**src/rtl/collector_pkg.sv**
```systemverilog
// rtl/collector_pkg.sv - shared types and constants for the result collector
package collector_pkg;

  // Data width of the upstream engine's data_out word
  localparam int ENGINE_WIDTH = 8;

  // Collector FSM states
  typedef enum logic {
    COLLECT = 1'b0,
    DRAIN   = 1'b1
  } state_e;

  // Width of an occupancy counter able to hold 0..depth inclusive
  function automatic int count_width(input int depth);
    return $clog2(depth) + 1;
  endfunction

endpackage

```
**src/rtl/result_fifo.sv**
```systemverilog
// rtl/result_fifo.sv - first-word fall-through FIFO with separate occupancy count
module result_fifo
  import collector_pkg::*;
#(
  parameter int WIDTH = ENGINE_WIDTH,
  parameter int DEPTH = 4
) (
  input  logic                          clk,
  input  logic                          reset,
  input  logic                          push,
  input  logic                          pop,
  input  logic [WIDTH-1:0]              wdata,
  output logic [WIDTH-1:0]              rdata,
  output logic [count_width(DEPTH)-1:0] count,
  output logic                          full,
  output logic                          empty
);

  localparam int PTR_W = $clog2(DEPTH);
  localparam int CNT_W = count_width(DEPTH);

  logic [WIDTH-1:0] mem_q [DEPTH];
  logic [WIDTH-1:0] mem_d [DEPTH];
  logic [PTR_W-1:0] wr_ptr_q, wr_ptr_d;
  logic [PTR_W-1:0] rd_ptr_q, rd_ptr_d;
  logic [CNT_W-1:0] count_q, count_d;

  // Next-state for storage, pointers and count; push/pop arrive already
  // qualified by the owner, so no full/empty guarding is repeated here
  always_comb begin
    mem_d    = mem_q;
    wr_ptr_d = wr_ptr_q;
    rd_ptr_d = rd_ptr_q;
    count_d  = count_q + CNT_W'(push) - CNT_W'(pop);
    if (push) begin
      mem_d[wr_ptr_q] = wdata;
      wr_ptr_d        = wr_ptr_q + PTR_W'(1);
    end
    if (pop) begin
      rd_ptr_d = rd_ptr_q + PTR_W'(1);
    end
  end

  // State registers; reset also clears storage so the head reads as zero
  always_ff @(posedge clk) begin
    if (!reset) begin
      mem_q    <= '{default: '0};
      wr_ptr_q <= '0;
      rd_ptr_q <= '0;
      count_q  <= '0;
    end else begin
      mem_q    <= mem_d;
      wr_ptr_q <= wr_ptr_d;
      rd_ptr_q <= rd_ptr_d;
      count_q  <= count_d;
    end
  end

  // Status and fall-through head, all derived from registers
  always_comb begin
    count = count_q;
    full  = (count_q == CNT_W'(DEPTH));
    empty = (count_q == '0);
    rdata = empty ? '0 : mem_q[rd_ptr_q];
  end

endmodule

```
**src/rtl/result_collector.sv**
```systemverilog
// rtl/result_collector.sv - batches engine results and releases them over a valid/ready stream
module result_collector
  import collector_pkg::*;
#(
  parameter int WIDTH = ENGINE_WIDTH,
  parameter int DEPTH = 4
) (
  input  logic                          clk,
  input  logic                          reset,
  input  logic                          in_done,
  input  logic [WIDTH-1:0]              in_data,
  input  logic                          flush,
  output logic                          out_valid,
  input  logic                          out_ready,
  output logic [WIDTH-1:0]              out_data,
  output logic [count_width(DEPTH)-1:0] count,
  output logic                          full,
  output logic                          empty,
  output logic                          draining,
  output logic                          overflow,
  output logic [WIDTH-1:0]              checksum
);

  localparam int CNT_W = count_width(DEPTH);

  state_e           state_q, state_d;
  logic             overflow_q, overflow_d;
  logic [WIDTH-1:0] checksum_q, checksum_d;

  logic             push;
  logic             pop;
  logic [CNT_W-1:0] fifo_count;
  logic             fifo_full;
  logic             fifo_empty;
  logic [CNT_W-1:0] post_count;

  result_fifo #(
    .WIDTH (WIDTH),
    .DEPTH (DEPTH)
  ) u_fifo (
    .clk   (clk),
    .reset (reset),
    .push  (push),
    .pop   (pop),
    .wdata (in_data),
    .rdata (out_data),
    .count (fifo_count),
    .full  (fifo_full),
    .empty (fifo_empty)
  );

  // Handshake qualification; a write while full is dropped even if a pop
  // frees a slot on the same edge
  always_comb begin
    out_valid = (state_q == DRAIN) && !fifo_empty;
    push      = in_done && !fifo_full;
    pop       = out_valid && out_ready;
  end

  // FSM next state, decided on the occupancy after this edge's push/pop
  always_comb begin
    state_d    = state_q;
    post_count = fifo_count + CNT_W'(push) - CNT_W'(pop);
    case (state_q)
      COLLECT: begin
        if (post_count == CNT_W'(DEPTH)) begin
          state_d = DRAIN;
        end else if (flush && (post_count != '0)) begin
          state_d = DRAIN;
        end
      end
      DRAIN: begin
        if (post_count == '0) begin
          state_d = COLLECT;
        end
      end
      default: state_d = COLLECT;
    endcase
  end

  // Sticky overflow and running checksum of accepted words only
  always_comb begin
    overflow_d = overflow_q | (in_done & fifo_full);
    checksum_d = push ? (checksum_q + in_data) : checksum_q;
  end

  // Registers for FSM state, overflow and checksum
  always_ff @(posedge clk) begin
    if (!reset) begin
      state_q    <= COLLECT;
      overflow_q <= 1'b0;
      checksum_q <= '0;
    end else begin
      state_q    <= state_d;
      overflow_q <= overflow_d;
      checksum_q <= checksum_d;
    end
  end

  // Status outputs straight from registers
  always_comb begin
    count    = fifo_count;
    full     = fifo_full;
    empty    = fifo_empty;
    draining = (state_q == DRAIN);
    overflow = overflow_q;
    checksum = checksum_q;
  end

endmodule

```
**config.mk**
```make
export PLATFORM = sky130hd
export DESIGN_NAME = result_collector
export DESIGN_NICKNAME = d
export VERILOG_FILES = /design/src/rtl/collector_pkg.sv /design/src/rtl/result_fifo.sv /design/src/rtl/result_collector.sv
export SDC_FILE = /design/constraint.sdc
export NUM_CORES = 1
export LEC_CHECK = 0
export ABC_AREA = 1
export CORE_MARGIN = 2
export CORE_UTILIZATION = 35
export CTS_CLUSTER_DIAMETER = 30
export CTS_CLUSTER_SIZE = 14
export DETAILED_ROUTE_END_ITERATION = 8
export GPL_TIMING_DRIVEN = 0
export SYNTH_ARGS = -nofsm -noshare
export SYNTH_HDL_FRONTEND = slang
export SYNTH_SLANG_ARGS = --single-unit
export TNS_END_PERCENT = 20
```
**constraint.sdc**
```tcl
create_clock -name clk -period 2.85 [get_ports clk]
set_clock_uncertainty 0.2 [all_clocks]
set_input_delay 0.57 -clock clk [delete_from_list [all_inputs] [get_ports clk]]
set_output_delay 0.57 -clock clk [all_outputs]
set_load 0.1 [all_outputs]
```
==> run summary <==
The flow ran to the end, and the final reports show no timing, DRC or antenna violations. The tools report the category of the worst setup path launch point as a flip-flop. The startpoint-to-endpoint class of the critical path is flip-flop to primary output.

The worst relative slew slack is 35.0%, and the clock-pin slew of the registers on the worst-case setup and hold paths is 0.10 ns. The post-place instance area is 3100 µm², and the routed metal-1 wire length is 3290 µm. The logs give 0 for the count of antenna diodes in the layout and 0 for the residual DRC count. For this run, the number of Yosys warnings is 0.

The die outline width is 89.7 µm. The master cell of the clock root buffer is sky130_fd_sc_hd__clkbuf_8. In this run the static leakage power is 1.30 nW. The tools report the die area as 8050 µm².

The initial antenna violation count was 0; the combined global-route utilization of all metal layers was 16.7%. The area growth from synthesis to layout is 23.2%. The fill cell total of the finished layout was 775.

For the arrival time of data at the critical path endpoint, the log shows 1.93 ns. In this run the top signal layer used is met4. During placement, the flow inserted port buffers numbering 35. The run gives 2265 as the via count of the first global-routing pass.

For the worst setup path, the data required time is 2.08 ns. The run gives 0 as the max-slew violation count. The tightest min-delay check is of the flip-flop to flip-flop type. The length of routed met2 wiring was 3170 µm; the per-cell via count in the routed design was 4.91. The total of flip-flops plus latches after synthesis was 49; the total CTS buffers was 5. The count of nets left with antenna violations once routing finished came out at 0. The largest fanout on the critical path was 10; the post-DP HPWL was 4880 µm. The tools report the number of iterations in the first detailed-routing pass as 4. The multi-input combinational cells in the finished layout cover a total of 1410 µm².

The number of endpoints with negative hold slack in the final report came out at 0. Setup violations remaining at the end of the flow were counted as 0. After layout, the design draws a total of 3.19 mW. The area of all sequential standard cells came out at 992 µm². For the highest achievable clock rate, the log shows 0.370 GHz. For the number of clock sinks, the log shows 49. The clock latency reported for the late side of the worst-skew pair was 0.30 ns; the routed length on met3 was 195 µm.

The buffer levels on the longest clock path is 2, and the placement row count is 31. TritonCTS built the clock tree. The post-synthesis instance total is 358. For the initial cell density of the core, the log shows 35.9%. The unique cell type count in the Yosys netlist was 27; the overall die height was 89.7 µm. The final critical-path required period works out to 2.70 ns.

STA classifies the critical path endpoint as a primary output. The sequential fraction of the synthesis area was 38.1%; the mean routed wirelength per cell was 13.4 µm. At the end of routability-driven placement, the weighted congestion stood at 0.822. The synthesized netlist occupies a cell area of 2570 µm².

37 I/O pins were placed. In this run, post-CTS hold repair placed 0 buffers. After routing the design area is 3170 µm². For this run, the post-layout net count is 429. The number of max-cap violations is 0, and the total congestion overflow is 0. The transition at the pin with the smallest max-transition slack works out to 0.972 ns. The number of DRC markers in iteration 0 is 143, and the total via count after detailed routing is 2458. The tools report the floorplan core area as 7180 µm².

Setup total negative slack on the finished layout was measured at 0 ns. For this design the ratio of total power to cell area is 1010 nW/µm². The mean instance size in the synthesized netlist is 7.19 µm², and the worst hold slack after final layout is 0.260 ns. Entering global routing, the biggest net connects 16 pins. The number of nets in the synthesized netlist is 386. The wire length of the first global-routing pass is 11100 µm, and the number of levels in the clock H-tree is 2.

The part of the cycle the worst path needs is 94.9%. The routed wire length is 6700 µm. Setup repair after global routing left no endpoint under its margin. The worst ir drop on vdd came out at 0.898 mV. In the final layout, the share of cells above drive strength 1 is 12.2%.
## power by group
group	total, mW	internal [mW]	switching, mW
Combinational	1.87	0.497	1.37
Sequential	0.875	0.796	0.0788
Clock	0.442	0.197	0.245
Total	3.19	1.49	1.70
## logic make-up (layout without fill, tap and decap cells)
group                    Yosys count  in the layout  share of synthesized area, %
buffers and inverters             49             93                          8.85
XOR/XNOR                           5              5                          1.70
AO/OA/AOI/OAI                     72             72                          14.4
AND/OR/NAND/NOR                  168            168                          29.0
adder cells (fa/ha/maj)           15             15                          7.88
flip-flops                        49             49                          38.1
## cells in the mapped netlist
cell type / instances / area, µm²
sky130_fd_sc_hd__nand2_1: 66 / 248
sky130_fd_sc_hd__a21oi_1: 49 / 245
sky130_fd_sc_hd__dfxtp_1: 49 / 981
sky130_fd_sc_hd__nor2_1: 48 / 180
sky130_fd_sc_hd__nand3_1: 41 / 205
sky130_fd_sc_hd__inv_1: 28 / 105
sky130_fd_sc_hd__o21ai_0: 20 / 100
sky130_fd_sc_hd__ha_1: 13 / 163
sky130_fd_sc_hd__clkbuf_1: 8 / 30.0
sky130_fd_sc_hd__buf_6: 5 / 56.3
sky130_fd_sc_hd__buf_2: 3 / 15.0
sky130_fd_sc_hd__nand2_4: 3 / 33.8
sky130_fd_sc_hd__nand3b_1: 3 / 22.5
sky130_fd_sc_hd__or2_2: 3 / 18.8
sky130_fd_sc_hd__xnor2_1: 3 / 26.3
sky130_fd_sc_hd__buf_1: 2 / 7.51
sky130_fd_sc_hd__fa_1: 2 / 40.0
sky130_fd_sc_hd__inv_2: 2 / 7.51
sky130_fd_sc_hd__xor2_1: 2 / 17.5
sky130_fd_sc_hd__a211oi_2: 1 / 12.5
sky130_fd_sc_hd__inv_4: 1 / 6.26
sky130_fd_sc_hd__nand3_2: 1 / 10.0
sky130_fd_sc_hd__nor2_2: 1 / 6.26
sky130_fd_sc_hd__nor3_4: 1 / 16.3
sky130_fd_sc_hd__o211ai_1: 1 / 7.51
sky130_fd_sc_hd__o21ai_1: 1 / 5.00
sky130_fd_sc_hd__or3_1: 1 / 6.26
## registers in the layout, indices dropped and copies added, names as in the netlist
signal           count
checksum             8
draining             1
overflow             1
u_fifo.count         3
u_fifo.mem_q        32
u_fifo.rd_ptr_q      2
u_fifo.wr_ptr_q      2
## per-layer routing
metal / track usage, % / up-vias
met5: 0 / -
met4: 4.10 / 0
met3: 3.27 / 2
met2: 26.8 / 40
met1: 23.2 / 1162
li1: - / 1254
## metrics by stage
step | instances | utilization, % | setup slack, ns
after CTS | 500 | 44.0 | -0.0297
final | 501 | 44.2 | 0.145
after global placement | 492 | 43.2 | -0.427
after detailed placement | 492 | 43.2 | -0.406
after global routing | 501 | 44.2 | 0.00408
after floorplan | 358 | - | -0.925
## what timing repair did
| action | 4_1_cts | 5_1_grt |
|---|---|---|
| gates resized for setup | 44 | 4 |
| setup buffers | 0 | 1 |
| pin swaps | 0 | 1 |
| endpoints found under the setup margin | 12 | 10 |
## placed cells by master, fill, tap and decap left out, types with 2 or more instances in the layout
cell / netlist / final
sky130_fd_sc_hd__buf_1: 2 / 2
sky130_fd_sc_hd__dfxtp_1: 49 / 46
sky130_fd_sc_hd__nand2_1: 66 / 65
sky130_fd_sc_hd__buf_6: 5 / 5
sky130_fd_sc_hd__clkdlybuf4s50_1: 0 / 24
sky130_fd_sc_hd__clkbuf_8: 0 / 6
sky130_fd_sc_hd__a21oi_1: 49 / 49
sky130_fd_sc_hd__inv_1: 28 / 26
sky130_fd_sc_hd__ha_1: 13 / 11
sky130_fd_sc_hd__clkbuf_4: 0 / 2
sky130_fd_sc_hd__dlygate4sd2_1: 0 / 3
sky130_fd_sc_hd__dfxtp_4: 0 / 3
sky130_fd_sc_hd__buf_2: 3 / 8
sky130_fd_sc_hd__clkbuf_1: 8 / 7
sky130_fd_sc_hd__nand2_4: 3 / 3
sky130_fd_sc_hd__nand3b_1: 3 / 3
sky130_fd_sc_hd__ha_4: 0 / 2
sky130_fd_sc_hd__o21ai_0: 20 / 20
sky130_fd_sc_hd__xor2_1: 2 / 2
sky130_fd_sc_hd__buf_4: 0 / 2
sky130_fd_sc_hd__or2_2: 3 / 3
sky130_fd_sc_hd__nand3_1: 41 / 41
sky130_fd_sc_hd__inv_2: 2 / 4
sky130_fd_sc_hd__xnor2_1: 3 / 2
sky130_fd_sc_hd__nor2_1: 48 / 48
## critical path: stages, from the launching register on
cell and delay [ns]:
sky130_fd_sc_hd__dfxtp_1 0.31, sky130_fd_sc_hd__buf_2 0.21, sky130_fd_sc_hd__buf_2 0.28, sky130_fd_sc_hd__nor2_1 0.07, sky130_fd_sc_hd__nor2_1 0.07, sky130_fd_sc_hd__o21ai_0 0.08, sky130_fd_sc_hd__a21oi_1 0.16, sky130_fd_sc_hd__buf_2 0.45
## worst paths after layout
check	end	start	slack [ns]	depth (start not counted)
min reg2reg	overflow$_SDFF_PN0_	overflow$_SDFF_PN0_	0.26	2
max reg2reg	draining$_SDFF_PN0_	u_fifo.count[1]$_SDFF_PN0_	0.25	12
max	out_data[1]	u_fifo.rd_ptr_q[0]$_SDFFE_PN0P_	0.15	7
min	overflow$_SDFF_PN0_	overflow$_SDFF_PN0_	0.26	2
## area by class of cell
class | instances | area share, %
Clock buffer | 6 | 2.61
Timing Repair Buffer | 36 | 10.1
Tap cell | 99 | 3.91
Clock inverter | 2 | 0.434
Multi-Input combinational cell | 260 | 44.4
Sequential cell | 49 | 31.3
Buffer | 18 | 3.47
Inverter | 31 | 3.75
Note: power is estimated with default switching activity, not from simulation.
